## config.mk

```make
export PLATFORM = sky130hd
export DESIGN_NAME = input_debounce
export DESIGN_NICKNAME = d
export VERILOG_FILES = /design/src/rtl/input_cond_pkg.sv /design/src/rtl/debounce_channel.sv /design/src/rtl/input_debounce.sv
export SDC_FILE = /design/constraint.sdc
export NUM_CORES = 1
export LEC_CHECK = 0
export CAP_MARGIN = 40
export CORE_AREA = 2 2 39 41
export CTS_BUF_LIST = sky130_fd_sc_hd__clkbuf_8 sky130_fd_sc_hd__clkbuf_16
export CTS_CLUSTER_DIAMETER = 200
export DETAILED_ROUTE_END_ITERATION = 6
export DIE_AREA = 0 0 41 43
export PLACE_DENSITY = 0.7
export SYNTH_ARGS = -nofsm -noshare
export SYNTH_HDL_FRONTEND = slang
export SYNTH_SLANG_ARGS = --single-unit
```

## constraint.sdc

```tcl
create_clock -name clk -period 1.3 [get_ports clk]
set_input_delay 0.13 -clock clk [delete_from_list [all_inputs] [get_ports clk]]
set_output_delay 0.13 -clock clk [all_outputs]
set_load 0.005 [all_outputs]
```

## src/rtl/input_cond_pkg.sv

```systemverilog
// ---------------------------------------------------------------------------
// input_cond_pkg
//
// Shared definitions for the input conditioning block that feeds the
// start/stop control FSM.
//
// Contents:
//   debounce_state_t     - debounce FSM state encoding
//   SYNC_STAGES_DEF      - default synchronizer depth
//   DEBOUNCE_CYCLES_DEF  - default number of consecutive differing samples
//                          needed before a debounced level flips
// ---------------------------------------------------------------------------
package input_cond_pkg;

    typedef enum logic {
        ST_STABLE   = 1'b0,
        ST_CHANGING = 1'b1
    } debounce_state_t;

    localparam int SYNC_STAGES_DEF     = 2;
    localparam int DEBOUNCE_CYCLES_DEF = 4;

endpackage

```

## src/rtl/debounce_channel.sv

```systemverilog
// ---------------------------------------------------------------------------
// debounce_channel
//
// One input conditioning channel: a flop-chain synchronizer, a debounce FSM
// that only flips its level after DEBOUNCE_CYCLES consecutive synchronized
// samples disagree with it, and a registered one-cycle pulse on every
// debounced rising edge.
//
// Parameters:
//   SYNC_STAGES      - synchronizer depth (>= 2)
//   DEBOUNCE_CYCLES  - qualification length in samples (>= 2)
//
// Ports:
//   clk    in   clock
//   rstn   in   synchronous active-low reset
//   raw    in   asynchronous raw input
//   pulse  out  one-cycle pulse after a debounced 0->1 commit
//   level  out  debounced level
// ---------------------------------------------------------------------------
module debounce_channel
    import input_cond_pkg::*;
#(
    parameter int SYNC_STAGES     = SYNC_STAGES_DEF,
    parameter int DEBOUNCE_CYCLES = DEBOUNCE_CYCLES_DEF
) (
    input  logic clk,
    input  logic rstn,
    input  logic raw,
    output logic pulse,
    output logic level
);

    localparam int                CNT_W    = $clog2(DEBOUNCE_CYCLES);
    localparam logic [CNT_W-1:0]  CNT_LAST = CNT_W'(DEBOUNCE_CYCLES - 1);
    localparam logic [CNT_W-1:0]  CNT_ONE  = CNT_W'(1);

    // Reject illegal configurations when the design is elaborated.
    generate
        if (SYNC_STAGES < 2) begin : g_bad_sync_stages
            $error("debounce_channel: SYNC_STAGES must be >= 2");
        end
        if (DEBOUNCE_CYCLES < 2) begin : g_bad_debounce_cycles
            $error("debounce_channel: DEBOUNCE_CYCLES must be >= 2");
        end
    endgenerate

    logic [SYNC_STAGES-1:0] sync;
    logic                   s;
    debounce_state_t        state;
    logic                   lvl;
    logic [CNT_W-1:0]       cnt;
    logic                   p;

    // Synchronizer: raw enters at bit 0 and the oldest stage is the
    // sample the debounce FSM trusts.
    always_ff @(posedge clk) begin
        if (!rstn) begin
            sync <= '0;
        end else begin
            sync <= {sync[SYNC_STAGES-2:0], raw};
        end
    end

    assign s = sync[SYNC_STAGES-1];

    // Debounce FSM. A pending change is abandoned the moment the sample
    // agrees with the current level again, so only an unbroken run of
    // DEBOUNCE_CYCLES differing samples commits. The counter stops at
    // DEBOUNCE_CYCLES-1 and therefore never wraps. The pulse register is
    // cleared every cycle and only set by a commit to 1.
    always_ff @(posedge clk) begin
        if (!rstn) begin
            state <= ST_STABLE;
            lvl   <= 1'b0;
            cnt   <= '0;
            p     <= 1'b0;
        end else begin
            p <= 1'b0;
            case (state)
                ST_STABLE: begin
                    if (s != lvl) begin
                        state <= ST_CHANGING;
                        cnt   <= CNT_ONE;
                    end
                end
                ST_CHANGING: begin
                    if (s == lvl) begin
                        state <= ST_STABLE;
                        cnt   <= '0;
                    end else if (cnt == CNT_LAST) begin
                        state <= ST_STABLE;
                        lvl   <= s;
                        cnt   <= '0;
                        p     <= s;
                    end else begin
                        cnt <= cnt + 1'b1;
                    end
                end
            endcase
        end
    end

    assign pulse = p;
    assign level = lvl;

endmodule

```

## src/rtl/input_debounce.sv

```systemverilog
// ---------------------------------------------------------------------------
// input_debounce
//
// Two independent input conditioning channels sitting in front of the
// start/stop control FSM. Each raw input is synchronized, debounced and
// turned into a single-cycle pulse per physical press. There is no priority
// between channels; simultaneous presses pulse both outputs together.
//
// Parameters:
//   SYNC_STAGES      - synchronizer depth (>= 2)
//   DEBOUNCE_CYCLES  - qualification length in samples (>= 2)
//
// Ports:
//   clk     in   clock
//   rstn    in   synchronous active-low reset
//   raw0    in   raw start request (asynchronous)
//   raw1    in   raw stop request (asynchronous)
//   in0     out  start pulse
//   in1     out  stop pulse
//   level0  out  debounced level of raw0
//   level1  out  debounced level of raw1
// ---------------------------------------------------------------------------
module input_debounce
    import input_cond_pkg::*;
#(
    parameter int SYNC_STAGES     = SYNC_STAGES_DEF,
    parameter int DEBOUNCE_CYCLES = DEBOUNCE_CYCLES_DEF
) (
    input  logic clk,
    input  logic rstn,
    input  logic raw0,
    input  logic raw1,
    output logic in0,
    output logic in1,
    output logic level0,
    output logic level1
);

    debounce_channel #(
        .SYNC_STAGES     (SYNC_STAGES),
        .DEBOUNCE_CYCLES (DEBOUNCE_CYCLES)
    ) u_ch0 (
        .clk   (clk),
        .rstn  (rstn),
        .raw   (raw0),
        .pulse (in0),
        .level (level0)
    );

    debounce_channel #(
        .SYNC_STAGES     (SYNC_STAGES),
        .DEBOUNCE_CYCLES (DEBOUNCE_CYCLES)
    ) u_ch1 (
        .clk   (clk),
        .rstn  (rstn),
        .raw   (raw1),
        .pulse (in1),
        .level (level1)
    );

endmodule

```

* Word-level counts from Yosys, hierarchy flattened
Index checks and enable logic that the tools add are counted.
** Word-level totals
- Output and inout bits :: 4
- Register bits after elaboration :: 14
** Cells by class
- Equal/unequal tests :: 8
- $add $sub $neg :: 2
- Bitwise operators :: 7
- Mux-type cells :: 16
- Reductions and logical operators :: 4
** Operator list (number)
- $mux W2 :: 6
- $pmux W2 S2 :: 2
- $reduce_or A4 Y1 :: 2
- $not A1 Y1 :: 7
- $mux W1 :: 6
- $reduce_and A3 Y1 :: 2
- $add A2 B1 Y2 const B :: 2
- $eq A2 B2 Y1 const B :: 2
- $ne A2 B1 Y1 const B :: 2
- $pmux W1 S2 :: 2
- $eq A1 B1 Y1 :: 2
- $ne A1 B1 Y1 :: 2

* Logic depth before layout (Yosys ltp)
- Word-level depth :: 4
- Mapped depth :: 3

* Cells and area by module
A second synthesis with hierarchy kept.
** Second synthesis, totals
- Cell total of the unflattened synthesis :: 46
- Area total of the unflattened synthesis :: 503.0 µm²
** By module, submodules not included
- debounce_channel :: area an instance 251.5 µm², cells an instance 23, times used 2

* Least setup slack after synthesis
No wires, ideal clock.
- Kind :: register to register
- Start point :: reg u_ch1.cnt[0]
- End point :: reg u_ch1.lvl (netlist: u_ch1.level)
- Stages on the path, launching flop included :: 4
- Data arrival time :: 0.853 ns
- Library setup time :: 0.115 ns
- Data required time :: 1.185 ns
- Setup slack :: 0.332 ns
- Path buffers :: 0
- Cell sequence :: dfxtp_1 ha_1 and3_1 o21a_1
** On the way
- Longest elaborated chain between the ends :: 2
** RTL lines
- from (decl) :: RTL line debounce_channel.sv:51 : logic [CNT_W-1:0] cnt;
- from (signal assigned) :: RTL line debounce_channel.sv:96 : cnt <= cnt + 1'b1;
- $eq A2 B2 Y1 :: RTL line debounce_channel.sv:90 : end else if (cnt == CNT_LAST) begin
- $reduce_and A3 Y1 (no line)
- to (signal assigned) :: RTL line debounce_channel.sv:92 : lvl <= s;
- to (decl) :: RTL line debounce_channel.sv:50 : logic lvl;
Every way passes these cells.
A chain may end at the register's enable or synchronous reset.

* Worst setup path after layout
- Start point :: reg u_ch1.lvl (netlist: u_ch1.level)
- End point :: out level1
** RTL lines
- to (decl) :: RTL line input_debounce.sv:36 : output logic level1
No word-level cell between the ends.

==> reports/metrics.csv <==
metric,value,unit
chip height,43,µm
DRT Pass-1 Iters,1,
Fmax,0.799,GHz
Antenna Cells,0,
global route overflow,0,
CTS sink count,14,
Initial Utilization,37.9,%
IO Pins,8,
Crit Path Class,reg -> out,
Worst Path Buf+Inv,1,
Starting DRT DRC Count,0,
Worst VDD drop,716,µV
fraction of layout cells with a size suffix above 1,8.62,%
"slowest stage delay, CP",520,ps
Synth Cell Area,524,µm²
Slowest cell on crit path,clkdlybuf4s50_1,
GRT Overall Usage,11.7,%
synth-to-layout area growth,27.7,%
setup_tns,0,ps
maxcap violations,0,
WL final,760,µm
"FF+latch count, synth",14,
Hold Buf Count CTS,0,
"critical path, cell by cell",clkdlybuf4s50_1,
syn nets,55,
Leak,0.306,nW
status,finished clean,
pin count of the biggest net entering global routing,17,
Post-CTS Setup Bufs,0,
Arrival @ worst endpoint,1120,ps
"Slew Viols, Final",0,
Critical Path Source Type,flop,
vias,352,
Yosys top cell area share,53.5,%
Num CTS Buffers,3,
CP Max Fanout,4,
most numerous cell in the Yosys netlist,dfxtp_1,
number of gates resized after CTS,0,
Remaining DRCs,0,
Top delay family on crit path,buffers and inverters,
asr flop ratio synth,0,%
clock slew at reported path FFs,50,ps
PortBufs,7,
Post-Syn Area per Cell,10.9,µm²
crit end category,output pin,
Detail Placement HPWL,523,µm
Yosys top cell by area,dfxtp_1,
RSZ-0062 raised after global routing,no,
Vias/cell,4.76,
synth top area cells,"dfxtp_1, ha_1, and2_1",
Final Core Density,48.4,%
core area,0.00138,mm²
first-pass GRT wire length,1360,µm
vias in the first global route,356,
worst-skew pair later-pin latency,230,ps
Slew @ Worst Pin,299,ps
TritonCTS clock tree,built,
Slew headroom,80.0,%
Routed WL per cell,10.3,µm
commonest cells in the netlist,"dfxtp_1, and2_1, and3_1",
ys flop type,dfxtp_1,
Syn. warnings,0,
Finish-stage setup viols,0,
power density over the cells,1230,mW/mm²
nets@finish,67,
die area,0.00176,mm²
routability congestion estimate,0.706,
initial antenna violation count,0,
Post-DRT Antenna Nets,0,
Synth Instances,48,
Clock Path Buffers,2,
unique cell type count in the Yosys netlist,17,
H-tree depth,1,
DIE WIDTH,41,µm
Post-synth EDFFs,0,
required time of the worst setup path,1170,ps
final worst path period need,1250,ps
final hold vios,0,
sequential area share after synthesis,53.5,%
Setup Skew,1.39,ps
clk root buf,clkbuf_8,
Final period util,96.3,%
HP Class,reg -> reg,
Site Rows,14,
stage by stage:
step / hold WS, ps / power [mW] / instances / setup slack [ps] / instance area [µm²]
floorplan: 257 / 0.473 / 48 / 332 / 524
global placement: 418 / 0.493 / 71 / 243 / 627
detailed placement: 418 / 0.494 / 71 / 229 / 627
CTS: 431 / 0.834 / 74 / 33.3 / 668
global route: 461 / 0.862 / 74 / 10.7 / 669
finish: 430 / 0.820 / 74 / 48.0 / 669
worst paths after layout:
kind / start / end / slack, ps / depth (start not counted)
max: u_ch1.level / level1 / 50 / 1
min: u_ch1.sync[0] / u_ch1.sync[1] / 430 / 1
max reg2reg: u_ch1.cnt[0] / u_ch1.level / 280 / 3
min reg2reg: u_ch1.sync[0] / u_ch1.sync[1] / 430 / 1
kinds of logic (layout without fill, tap and decap cells):
kind of cell / Yosys count / count (layout) / share of synthesized area [%]
simple gates: 18 / 18 / 19.3
xor+xnor: 2 / 2 / 3.34
buf+inv: 1 / 11 / 1.43
flops: 14 / 14 / 53.5
fa+ha+maj: 3 / 3 / 7.16
compound gates: 8 / 8 / 11.5
mux: 2 / 2 / 3.82
registers in the layout, indices dropped and copies added, names as in the netlist:
| name | count |
|---|---|
| u_ch0.state | 1 |
| u_ch0.sync | 2 |
| u_ch1.state | 1 |
| u_ch0.cnt | 2 |
| u_ch1.sync | 2 |
| u_ch1.cnt | 2 |
| u_ch0.pulse | 1 |
| u_ch1.level | 1 |
| u_ch0.level | 1 |
| u_ch1.pulse | 1 |
layout make-up:
| class | count | area (µm²) |
|---|---|---|
| Fill cell | 129 | 714 |
| Sequential cell | 14 | 282 |
| Multi-Input combinational cell | 33 | 236 |
| Timing Repair Buffer | 8 | 90.1 |
| Clock buffer | 3 | 41.3 |
| Tap cell | 16 | 20.0 |
power by group:
part	total [mW]	leakage [nW]	switching [mW]	internal [mW]
Combinational	0.0368	0.170	0.0135	0.0232
Sequential	0.448	0.115	0.00739	0.440
Clock	0.336	0.0216	0.132	0.204
routing by layer:
| metal | global-route usage (%) | vias to the layer above | part of all wire [%] |
|---|---|---|---|
| li1 | - | 188 | - |
| met1 | 14.5 | 155 | 48 |
| met2 | 15.9 | 7 | 47 |
| met3 | 4.71 | 2 | 3.8 |
| met4 | 8.00 | 0 | 1.8 |
| met5 | 0 | - | 0 |
cells in the final DEF (no fill, tap or decap), types with 3 or more instances in the layout:
cell type        Yosys  layout
dfxtp_1             14      13
clkdlybuf4s50_1      0       7
and3_1               4       4
and2_1               4       4
nand2_1              3       3
ha_1                 3       3
clkbuf_8             0       3
Note: power is estimated with default switching activity, not from simulation.
